$ cat config.mk
export PLATFORM = sky130hd
export DESIGN_NAME = csr_dispatch
export DESIGN_NICKNAME = d
export VERILOG_FILES = /design/src/rtl/csr_dispatch.sv
export SDC_FILE = /design/constraint.sdc
export NUM_CORES = 1
export LEC_CHECK = 0
export ABC_AREA = 1
export BUFFER_PORTS_ARGS = -buffer_cell sky130_fd_sc_hd__buf_4
export CORE_ASPECT_RATIO = 1.5
export CORE_UTILIZATION = 40
export CTS_BUF_LIST = sky130_fd_sc_hd__clkbuf_4 sky130_fd_sc_hd__clkbuf_8 sky130_fd_sc_hd__clkbuf_16
export DETAILED_ROUTE_END_ITERATION = 10
export PLACE_DENSITY = 0.79
export SLEW_MARGIN = 15
export SYNTH_ARGS = -nofsm -noshare
export SYNTH_HDL_FRONTEND = slang
export SYNTH_SLANG_ARGS = --single-unit
$ cat constraint.sdc
create_clock -name clk -period 2.9 [get_ports clk]
set_input_delay 0.58 -clock clk [delete_from_list [all_inputs] [get_ports clk]]
set_output_delay 0.58 -clock clk [all_outputs]
set_load 0.02 [all_outputs]
$ cat src/rtl/csr_dispatch.sv
// CSR dispatch front end: accepts one decoded Zicsr op, resolves its operand,
// issues it to the CSR unit and waits for write-back. rst_n is active-HIGH.
module csr_dispatch #(
    parameter int XLEN       = 32,
    parameter int WB_TIMEOUT = 255
) (
    input  logic            clk,
    input  logic            rst_n,
    input  logic            flush_i,
    input  logic            dec_valid_i,
    output logic            dec_ready_o,
    input  logic [2:0]      dec_funct3_i,
    input  logic [4:0]      dec_rs1_i,
    input  logic [4:0]      dec_rd_i,
    input  logic [11:0]     dec_csr_adr_i,
    output logic [4:0]      rf_rs1_adr_o,
    input  logic [XLEN-1:0] rf_rs1_data_i,
    input  logic            rf_rs1_busy_i,
    output logic [1:0]      unit_o,
    output logic [3:0]      sel_o,
    output logic            imm_o,
    output logic [XLEN-1:0] rs1_o,
    output logic [11:0]     csr_adr_o,
    output logic [4:0]      rd_o,
    input  logic            csr_ok_i,
    input  logic            wb_valid_i,
    input  logic            wb_exc_i,
    output logic            sb_set_o,
    output logic [4:0]      sb_rd_o,
    output logic            exc_o,
    output logic            err_o,
    output logic            busy_o
);

    typedef enum logic [1:0] {S_IDLE, S_OPERAND, S_ISSUE, S_WAIT_WB} state_t;

    localparam logic [7:0] LP_TIMEOUT = 8'(WB_TIMEOUT);

    state_t          r_state;
    state_t          w_next;
    logic [2:0]      r_funct3;
    logic [4:0]      r_rs1;
    logic [4:0]      r_rd;
    logic [11:0]     r_adr;
    logic [XLEN-1:0] r_operand;
    logic [7:0]      r_cnt;
    logic            r_err;

    logic w_opnd_ready;
    logic w_accept;
    logic w_capture;
    logic w_issue_ok;
    logic w_timeout;

    assign w_opnd_ready = r_funct3[2] || (r_rs1 == 5'd0) || !rf_rs1_busy_i;

    // NOTE: sequential state uses non-blocking (<=) so every flop samples the
    // pre-edge values; reset is asynchronous and asserted when rst_n is high.
    always_ff @(posedge clk or posedge rst_n) begin
        if (rst_n) r_state <= S_IDLE;
        else       r_state <= w_next;
    end

    // NOTE: every signal written here gets a default first, so no path can
    // leave one unassigned and infer a latch.
    always_comb begin
        w_next      = r_state;
        dec_ready_o = 1'b0;
        unit_o      = 2'h3;
        sb_set_o    = 1'b0;
        exc_o       = 1'b0;
        w_accept    = 1'b0;
        w_capture   = 1'b0;
        w_issue_ok  = 1'b0;
        w_timeout   = 1'b0;
        case (r_state)
            S_IDLE: begin
                dec_ready_o = 1'b1;
                if (dec_valid_i && !flush_i) begin
                    w_accept = 1'b1;
                    w_next   = S_OPERAND;
                end
            end
            S_OPERAND: begin
                if (flush_i) begin
                    w_next = S_IDLE;
                end else if (w_opnd_ready) begin
                    w_capture = 1'b1;
                    w_next    = S_ISSUE;
                end
            end
            S_ISSUE: begin
                unit_o = 2'h0;
                // Accept beats flush: once the CSR unit has taken it, it is committed.
                if (csr_ok_i) begin
                    w_issue_ok = 1'b1;
                    sb_set_o   = (r_rd != 5'd0);
                    w_next     = S_WAIT_WB;
                end else if (flush_i) begin
                    w_next = S_IDLE;
                end
            end
            S_WAIT_WB: begin
                if (wb_valid_i) begin
                    exc_o  = wb_exc_i;
                    w_next = S_IDLE;
                end else if (r_cnt == LP_TIMEOUT) begin
                    w_timeout = 1'b1;
                    w_next    = S_IDLE;
                end
            end
            default: w_next = S_IDLE;
        endcase
    end

    always_ff @(posedge clk or posedge rst_n) begin
        if (rst_n) begin
            r_funct3  <= '0;
            r_rs1     <= '0;
            r_rd      <= '0;
            r_adr     <= '0;
            r_operand <= '0;
            r_cnt     <= '0;
            r_err     <= 1'b0;
        end else begin
            if (w_accept) begin
                r_funct3 <= dec_funct3_i;
                r_rs1    <= dec_rs1_i;
                r_rd     <= dec_rd_i;
                r_adr    <= dec_csr_adr_i;
            end
            if (w_capture)
                r_operand <= r_funct3[2] ? {{(XLEN-5){1'b0}}, r_rs1} : rf_rs1_data_i;
            if (w_issue_ok)
                r_cnt <= '0;
            else if (r_state == S_WAIT_WB)
                r_cnt <= r_cnt + 8'd1;
            if (w_timeout)
                r_err <= 1'b1;
        end
    end

    // Set/clear with a zero rs1 field must not write the CSR.
    assign sel_o        = {r_funct3[1] && (r_rs1 == 5'd0), r_funct3};
    assign imm_o        = r_funct3[2];
    assign rs1_o        = r_operand;
    assign csr_adr_o    = r_adr;
    assign rd_o         = r_rd;
    assign sb_rd_o      = r_rd;
    assign rf_rs1_adr_o = r_rs1;
    assign err_o        = r_err;
    assign busy_o       = (r_state != S_IDLE);

endmodule

==> reports/qor.csv, run 1 <==
metric,value,unit
synth_common_cells,"nand2_1, dfrtp_1, o21ai_0",
synth_area,3000,µm²
synthAdderAreaFrac,0.418,%
fin_crit,2.17,ns
powerDensity,1050,nW/µm²
setup_viol,0,
die_h,108,µm
cts_tree,done,
max_slew_margin,53.2,%
p_clk_share,15.3,%
synth_top_area_cell,dfrtp_1,
ir_worst_vdd,626,µV
grt.overflow.total,0,
cts.sinks,68,
post-synth-top-count-cell,nand2_1,
cp_common_cell,inv_1,
port_buffers,135,
slew_violations,0,
cts_buffers,9,
synth_edf_count,0,
die_area,7850,µm²
wire_per_inst,13.0,µm
first_pass_iters,4,
drt_wl_total,7040,µm
hold_violations,0,
swShare,40.8,%
combPwrFrac,47.3,%
totalPowerFinal,4.37,mW
dp_hpwl,5280,µm
grt_pass1_vias,2468,
seq_area_frac_synth,56.8,%
rsz0062_at_grt,false,
synth_top_family_by_area,simple AND/OR/NAND/NOR gates,
ys.flop_type,dfrtp_1,
power_leakage,2.15,nW
pwr-share-seq,37.3,%
final.setup.worst_slack,0.729,ns
path_max_fanout,8,
worst_ep_required_time,2.32,ns
clock_latency,0.33,ns
place.gp.congestion,0.752,
track_usage,19.0,%
final_layout_size_suffix_gt1_share,40.6,%
ios,136,
core_area,7230,µm²
critPathLaunchType,flip-flop,
place_ws,0.946,ns
slowest_delay,0.43,ns
clk_pin_slew,0.06,ns
fin_skew,0.00717,ns
viasPerCell,4.72,
htreeDepth,3,
final_cells,543,
die_x,72.7,µm
post_cts_buffers,0,
drt-initial-drc-count,122,
p_int,2.59,mW
rows,38,
synthDominantCellAreaShare,56.8,%
synth_area_leaders,"dfrtp_1, nand2_1, mux2_2",
yosysWarnings,0,
synth-async-reset-ratio,100,%
avgSynthCellArea,9.64,µm²
ant_nets,0,
tightest_slew,0.701,ns
crit_chain,inv_1 > nor2_1 > nand2_1 > inv_1 > nand2_1 > inv_1 > buf_4,
layout.nets,505,
crit_type,flip-flop to primary output,
placed_cells,528,
antenna_cells,0,
ys_ff_latch,68,
arrival,1.59,ns
grt_pass1_wl,11200,µm
synth_nets,377,
drc,0,
antenna_found_initial,0,
root_buffer,clkbuf_8,
clock.fmax,461,MHz
status,completed,
yosysUniqueCellTypes,25,
synthSimpleGateAreaFrac,17.2,%
hold_path.class,primary input to async pin,
fin_crit_sh,74.9,%
vias,2565,
start_util,41.5,%
cap_violations,0,
grt_max_degree,65,
cts-resized-gates,0,
fin_tns_setup,0,ns
p_switching,1.78,mW
synth_mux_area_share,9.48,%
synth_xor_area_share,0,%
synth-compound-area-share,8.48,%
cp-end-kind,primary output,
area.growth.synth_to_final,39.3,%
cp_slowest_cell,dfrtp_1,
cts_hold_buffers,0,
cts_max_path_buffers,2,
synth_cells,311,
cells by family (layout without fill, tap and decap cells):
| kind of cell | count (synthesis) | count (layout) |
|---|---|---|
| AOI/OAI and AO/OA | 50 | 50 |
| muxes | 25 | 25 |
| adders and majority gates | 1 | 1 |
| and+or+nand+nor | 127 | 127 |
| DFF | 68 | 68 |
| buffers and inverters | 40 | 172 |
sequential cells by signal (all words and copies together), names as in the netlist:
name          flops
err_o             1
rf_rs1_adr_o      5
rd_o              5
r_funct3          3
rs1_o            32
r_state           2
r_cnt             8
csr_adr_o        12
path summary, 6_finish.rpt:
kind	from	endpoint	slack (ns)	cells past startpoint
setup / recovery	r_state[1]	sb_set_o	0.73	7
hold / removal	rst_n	err_o	0.36	2
setup reg to reg	r_state[1]	rf_rs1_adr_o[4]	1.16	3
hold reg to reg	err_o	err_o	0.49	1
max in group asynchronous	rst_n	r_funct3[2]	1.90	3
min in group clk	dec_csr_adr_i[3]	csr_adr_o[3]	0.47	2
cell usage in the layout, fill, tap and decap left out, types with 2 or more instances in the layout:
cell / instances
mux2i_1: 4
inv_1: 18
mux2_4: 2
inv_2: 2
nand4_1: 2
clkbuf_4: 4
mux2_2: 19
a21oi_1: 6
buf_4: 136
dfrtp_1: 68
o21ai_1: 14
nand2_1: 90
nor2_1: 20
clkbuf_8: 9
o21ai_0: 29
nand3_1: 9
per-stage QoR:
stage / hold slack, ns / utilization (%) / area (µm²)
floorplan: 0.458 / - / 3000
global placement: 0.470 / 55.5 / 4010
detailed placement: 0.476 / 55.5 / 4010
CTS: 0.376 / 57.8 / 4180
global route: 0.408 / 57.8 / 4180
finish: 0.358 / 57.8 / 4180
layer usage:
layer,GRT usage [%],vias to the layer above,wire [µm]
met2,31.8,103,3630
met5,0,-,0
met1,22.0,1196,2760
met3,4.85,12,495
li1,-,1254,-
met4,10.5,0,151
power groups by stage:
| stage | sequential (mW) | combinational [mW] | clock [mW] |
|---|---|---|---|
| final | 1.63 | 2.07 | 0.670 |
| after global routing | 1.68 | 2.25 | 0.736 |
| after CTS | 1.63 | 2.09 | 0.694 |
| after detailed placement | 1.65 | 2.09 | 0 |
| after global placement | 1.62 | 2.04 | 0 |
| after floorplan | 2.00 | 0.925 | 0 |
critical path: cells and delay by family, from the launching register on:
family	cells	cell delay (ns)
flops	1	0.43
buf+inv	4	0.37
simple gates	3	0.47
final cells by class:
class                           count  area (µm²)
Fill cell                         669        3050
Inverter                           20        75.1
Timing Repair Buffer              137        1040
Clock inverter                      2        12.5
Multi-Input combinational cell    203        1070
Clock buffer                       13         154
Tap cell                          100         125
Sequential cell                    68        1700
No activity file was read; power rests on OpenSTA's default activity.
==> run 2: changes to the inputs <==
Settings changed: ABC_AREA 1 to 0, PLACE_DENSITY 0.79 to 0.78.
Clock period 2.9 ns to 2.05 ns, I/O delays scaled along.
==> reports/qor.csv, run 2 <==
metric,value,unit,change
port_buffers,135,,unchanged
root_buffer,clkbuf_16,,
clock.fmax,496,MHz,
core_area,7560,µm²,+4.7%
ant_nets,0,,unchanged
cts_max_path_buffers,2,,unchanged
worst_ep_required_time,1.64,ns,-0.68 ns
synth_top_family_by_area,multiplexers,,
fin_tns_setup,0,ns,unchanged
critPathLaunchType,flip-flop,,
max_slew_margin,58.0,%,+4.8 points
rsz0062_at_grt,true,,
synth_mux_area_share,23.0,%,+14 points
drt_wl_total,6920,µm,-1.7%
synth_edf_count,0,,unchanged
path_max_fanout,2,,-6
synthAdderAreaFrac,0.401,%,-0.016 points
ys.flop_type,dfrtp_1,,
synth_area_leaders,"dfrtp_1, mux2_2, mux2_4",,
slew_violations,0,,unchanged
powerDensity,1650,nW/µm²,+58%
synth_area,3120,µm²,+4.0%
cts_tree,done,,
critPathTopFamily,simple AND/OR/NAND/NOR gates,,
cp_slowest_cell,or4_4,,
die_x,74.1,µm,+1.9%
wire_per_inst,14.3,µm,+10%
largest_reg_flops,32,,unchanged
final_common_cell,buf_4,,
r2r-end,rs1_o[10],,
tightest_slew,0.624,ns,-0.0777 ns
grt.overflow.total,0,,unchanged
start_util,41.2,%,-0.26 points
vias,2335,,-9.0%
seq_area_frac_synth,54.6,%,-2.2 points
fin_crit_sh,98.4,%,
die_area,8160,µm²,+3.9%
synth_top_area_cell,dfrtp_1,,
synthSimpleGateAreaFrac,11.3,%,-5.9 points
status,completed,,
grt_pass1_vias,2378,,-3.6%
synth-async-reset-ratio,100,%,unchanged
ir_worst_vdd,1040,µV,+66%
r2r_start,rf_rs1_adr_o[4],,
antenna_found_initial,0,,unchanged
fin_crit,2.02,ns,
area.growth.synth_to_final,46.7,%,
clk_pin_slew,0.05,ns,about the same
grt_max_degree,69,,+6.2%
synth_cells,241,,-23%
fin_skew,0.00748,ns,+0.000311 ns
first_pass_iters,4,,unchanged
fillCellCount,619,,-7.5%
post-synth-top-count-cell,dfrtp_1,,
critical_path_buf_inv_count,1,,-3
cts.sinks,68,,unchanged
setup_viol,0,,unchanged
clock_latency,0.32,ns,about the same
final_cell_mix,"buf_4, dfrtp_1, mux2_2",,
dp_hpwl,4950,µm,-6.3%
seq_area,1700,µm²,unchanged
totalPowerFinal,7.56,mW,+73%
synthDominantCellAreaShare,54.6,%,-2.2 points
placed_area,4220,µm²,+5.1%
grt_pass1_wl,10700,µm,-4.7%
slowest_delay,0.57,ns,+0.14 ns
crit_type,flip-flop to primary output,,
rr_worst_depth,4,,+1
synth_nets,307,,-19%
final_layout_size_suffix_gt1_share,57.1,%,+16 points
viasPerCell,4.82,,+2.1%
antenna_cells,0,,unchanged
place.gp.congestion,0.736,,-2.1%
layout.nets,443,,-12%
ios,136,,unchanged
arrival,1.61,ns,+0.02 ns
die_h,110,µm,+1.9%
hold_violations,0,,unchanged
cap_violations,0,,unchanged
htreeDepth,3,,unchanged
hold_path.class,primary input to async pin,,
rows,39,,+2.6%
avgSynthCellArea,12.9,µm²,+34%
yosysUniqueCellTypes,32,,+28%
cp-end-kind,primary output,,
track_usage,17.6,%,-1.4 points
drc,0,,unchanged
rrSetupSlack,0.11,ns,-1.05 ns
ys_ff_latch,68,,unchanged
synth-compound-area-share,5.38,%,-3.1 points
cts_buffers,9,,unchanged
fin_area,4570,µm²,+9.5%
fin_util,60.4,%,+2.7 points
synth_common_cells,"dfrtp_1, mux2_2, nor2b_1",,
yosysWarnings,0,,unchanged
power_leakage,2.28,nW,+5.9%
crit_chain,or4_4 > nor3b_2 > buf_4,,
synth_xor_area_share,0.843,%,+0.84 points
drt-initial-drc-count,33,,-73%
multi_input_comb_area,1280,µm²,+20%
whs,0.174,ns,-0.184 ns
[run 2: what timing repair did]
item / CTS / global route
buffers inserted: 2 / 0
hold buffers: 0 / 0
resized for setup: 1 / 0
endpoints found under the setup margin: 1 / 1
pin swaps: 1 / 0
[run 2: area by class of cell]
type | count | share of cell area (%)
Tap cell | 102 | 2.79
Multi-Input combinational cell | 150 | 28.0
Timing Repair Buffer | 144 | 24.2
Inverter | 4 | 0.411
Sequential cell | 68 | 37.2
Clock buffer | 11 | 5.53
Clock inverter | 5 | 1.83
[run 2: where the power goes]
group / leakage, nW / internal (mW) / switching, mW
Clock: 0.158 / 1.13 / 0.554
Combinational: 1.27 / 1.75 / 1.76
Sequential: 0.846 / 1.95 / 0.423
[run 2: how the worst max path moves through the flow]
stage / startpoint / end / slack, ns / depth (start not counted)
2_1_floorplan: rf_rs1_adr_o[4] / sel_o[3] / 0.05 / 2
3_3_place_gp: rf_rs1_adr_o[4] / rs1_o[11] / 0.13 / 4
3_5_place_dp: rf_rs1_adr_o[4] / rs1_o[8] / 0.09 / 4
4_1_cts: rf_rs1_adr_o[4] / sel_o[3] / 0.02 / 3
5_1_grt: rf_rs1_adr_o[4] / sel_o[3] / -0.04 / 3
6_report: rf_rs1_adr_o[4] / sel_o[3] / 0.03 / 3
[run 2: per-layer routing]
layer | share of wire [%] | GRT usage [%]
met1 | 39 | 19.2
met2 | 52 | 30.8
met3 | 7.4 | 6.09
met4 | 2.0 | 6.87
met5 | 0 | 0
[run 2: stage by stage]
stage	cells	worst slack, ns
2_1_floorplan	241	0.0494
3_3_place_gp	466	0.130
3_5_place_dp	466	0.0889
4_1_cts	484	0.0202
5_1_grt	484	-0.0386
6_report	484	0.0327
[run 2: kinds of logic after synthesis]
group	Yosys count
xor+xnor	3
compound gates	27
mux	58
flops	68
simple gates	61
fa+ha+maj	1
buf+inv	23
[run 2: worst min-delay path: cells and delay by family]
family | cells | cell delay [ns]
buffers and inverters | 3 | 0.48
==> run 3: changes to the inputs <==
Settings changed: CORE_ASPECT_RATIO 1.5 to not set.
==> reports/qor.csv, run 3 (synthesis results as in run 2) <==
metric,value,unit,change
status,finished with violations,,
violations,setup timing,,
cts_max_path_buffers,2,,unchanged
clk_pin_slew,0.08,ns,+0.03 ns
drc,0,,unchanged
fin_area,4440,µm²,-2.9%
track_usage,17.3,%,-0.33 points
final.setup.worst_slack,-0.00870,ns,-0.0414 ns
cp-end-kind,primary output,,
vias,2313,,-0.94%
htreeDepth,3,,unchanged
tightest_slew,0.652,ns,+0.0280 ns
fin_tns_setup,-0.00870,ns,-0.00870 ns
power_leakage,2.23,nW,-2.0%
antenna_cells,0,,unchanged
whs,0.0465,ns,-0.127 ns
grt_pass1_wl,11200,µm,+4.7%
pwr-share-seq,34.0,%,+2.6 points
fin_skew,0.0102,ns,+0.00274 ns
core_area,7410,µm²,-2.1%
port_buffers,135,,unchanged
layout.nets,444,,+0.23%
fillCellCount,605,,-2.3%
crit_chain,or4_4 > nor3b_2 > buf_4,,
totalPowerFinal,7.01,mW,-7.4%
max_slew_margin,56.1,%,-1.9 points
p_int,4.32,mW,-11%
drt-initial-drc-count,91,,+180%
rsz0062_at_grt,true,,
rows,31,,-21%
viasPerCell,4.80,,-0.53%
cts_tree,done,,
p_switching,2.69,mW,-1.6%
path_max_fanout,3,,+1
start_util,42.1,%,+0.86 points
cap_violations,0,,unchanged
cp_slowest_cell,or4_4,,
final_cell_mix,"buf_4, dfrtp_1, mux2_2",,
slowest_delay,0.58,ns,about the same
ir_worst_vdd,730,µV,-30%
clock.fmax,486,MHz,-2.0%
first_pass_iters,4,,unchanged
worst_ep_required_time,1.64,ns,about the same
place.gp.congestion,0.738,,+0.26%
die_area,8150,µm²,about the same
rr_worst_depth,4,,unchanged
final_layout_size_suffix_gt1_share,57.2,%,+0.11 points
place_ws,0.0782,ns,-0.0107 ns
swShare,38.4,%,+2.2 points
dp_hpwl,4920,µm,-0.59%
placed_area,4210,µm²,about the same
wire_per_inst,14.5,µm,+1.3%
cts.sinks,68,,unchanged
crit_type,flip-flop to primary output,,
antenna_found_initial,0,,unchanged
grt.overflow.total,0,,unchanged
placed_cells,463,,-0.64%
cts_buffers,9,,unchanged
ant_nets,0,,unchanged
fin_crit,2.06,ns,+0.0414 ns
root_buffer,clkbuf_8,,
arrival,1.65,ns,+0.04 ns
fin_crit_sh,100,%,+2.0 points
critPathLaunchType,flip-flop,,
final_common_cell,buf_4,,
drt_wl_total,6980,µm,+0.87%
grt_pass1_vias,2401,,+0.97%
setup_viol,1,,+1
area.growth.synth_to_final,42.5,%,
clock_latency,0.33,ns,about the same
hold_path.class,primary input to async pin,,
grt_max_degree,36,,-48%
hold_violations,0,,unchanged
die_h,90.3,µm,-18%
combPwrFrac,50.2,%,+3.9 points
fin_util,59.9,%,-0.51 points
p_clk_share,15.8,%,-6.5 points
largest_reg_flops,32,,unchanged
powerDensity,1580,nW/µm²,-4.6%
final_cells,482,,-0.41%
die_x,90.3,µm,+22%
slew_violations,0,,unchanged
ios,136,,unchanged
-- run 3: changes by cell type in the layout (fill, tap and decap cells not counted), sizes merged --
cell,before,now
bufinv,2,1
buf,144,145
clkinvlp,3,1
clkinv,1,4
-- run 3: per-layer routing --
metal  track usage (%)  share of wire, %  vias up
li1                  -                 -     1100
met1              21.1                42     1127
met2              29.3                51       78
met3              4.63               6.2        8
met4              6.45               1.1        0
met5                 0                 0        -
-- run 3: worst paths after layout --
| kind | from | endpoint | slack, ns |
|---|---|---|---|
| worst max register to register | rf_rs1_adr_o[3] | rs1_o[13] | 0.07 |
| worst min-delay path | rst_n | rs1_o[23] | 0.05 |
| worst max-delay path | rf_rs1_adr_o[3] | sel_o[3] | -0.009 |
| min in group clk | csr_ok_i | r_cnt[5] | 0.28 |
| max in group asynchronous | rst_n | rs1_o[8] | 1.43 |
| worst min register to register | err_o | err_o | 0.47 |
-- run 3: final cells by class --
type | count | area (µm²) | share of cell area (%)
clock inverters | 5 | 50.0 | 1.13
repair buffers | 145 | 1110 | 25.1
multi-input cells | 150 | 1280 | 28.9
well taps | 99 | 124 | 2.79
flip-flops and latches | 68 | 1700 | 38.3
inverters | 4 | 18.8 | 0.423
clock buffers | 11 | 151 | 3.41
-- run 3: worst max-delay path, delay by kind of cell (launching register included) --
family / cells / cell delay (ns)
buf+inv: 1 / 0.17
simple gates: 2 / 0.76
flops: 1 / 0.40
-- run 3: repair_timing --
action,CTS,global route
endpoints found under the setup margin,1,4
gates cloned,0,0
pin swaps,1,1
gates resized for setup,1,0
hold buffers,0,0
buffers inserted,1,2
-- run 3: power groups by stage --
| stage | Clock [mW] | Sequential (mW) | Combinational [mW] |
|---|---|---|---|
| global route | 1.19 | 2.47 | 3.73 |
| detailed placement | 0 | 2.41 | 3.48 |
| CTS | 1.15 | 2.39 | 3.51 |
| finish | 1.11 | 2.38 | 3.52 |
| floorplan | 0 | 3.01 | 1.50 |
| global placement | 0 | 2.38 | 3.41 |
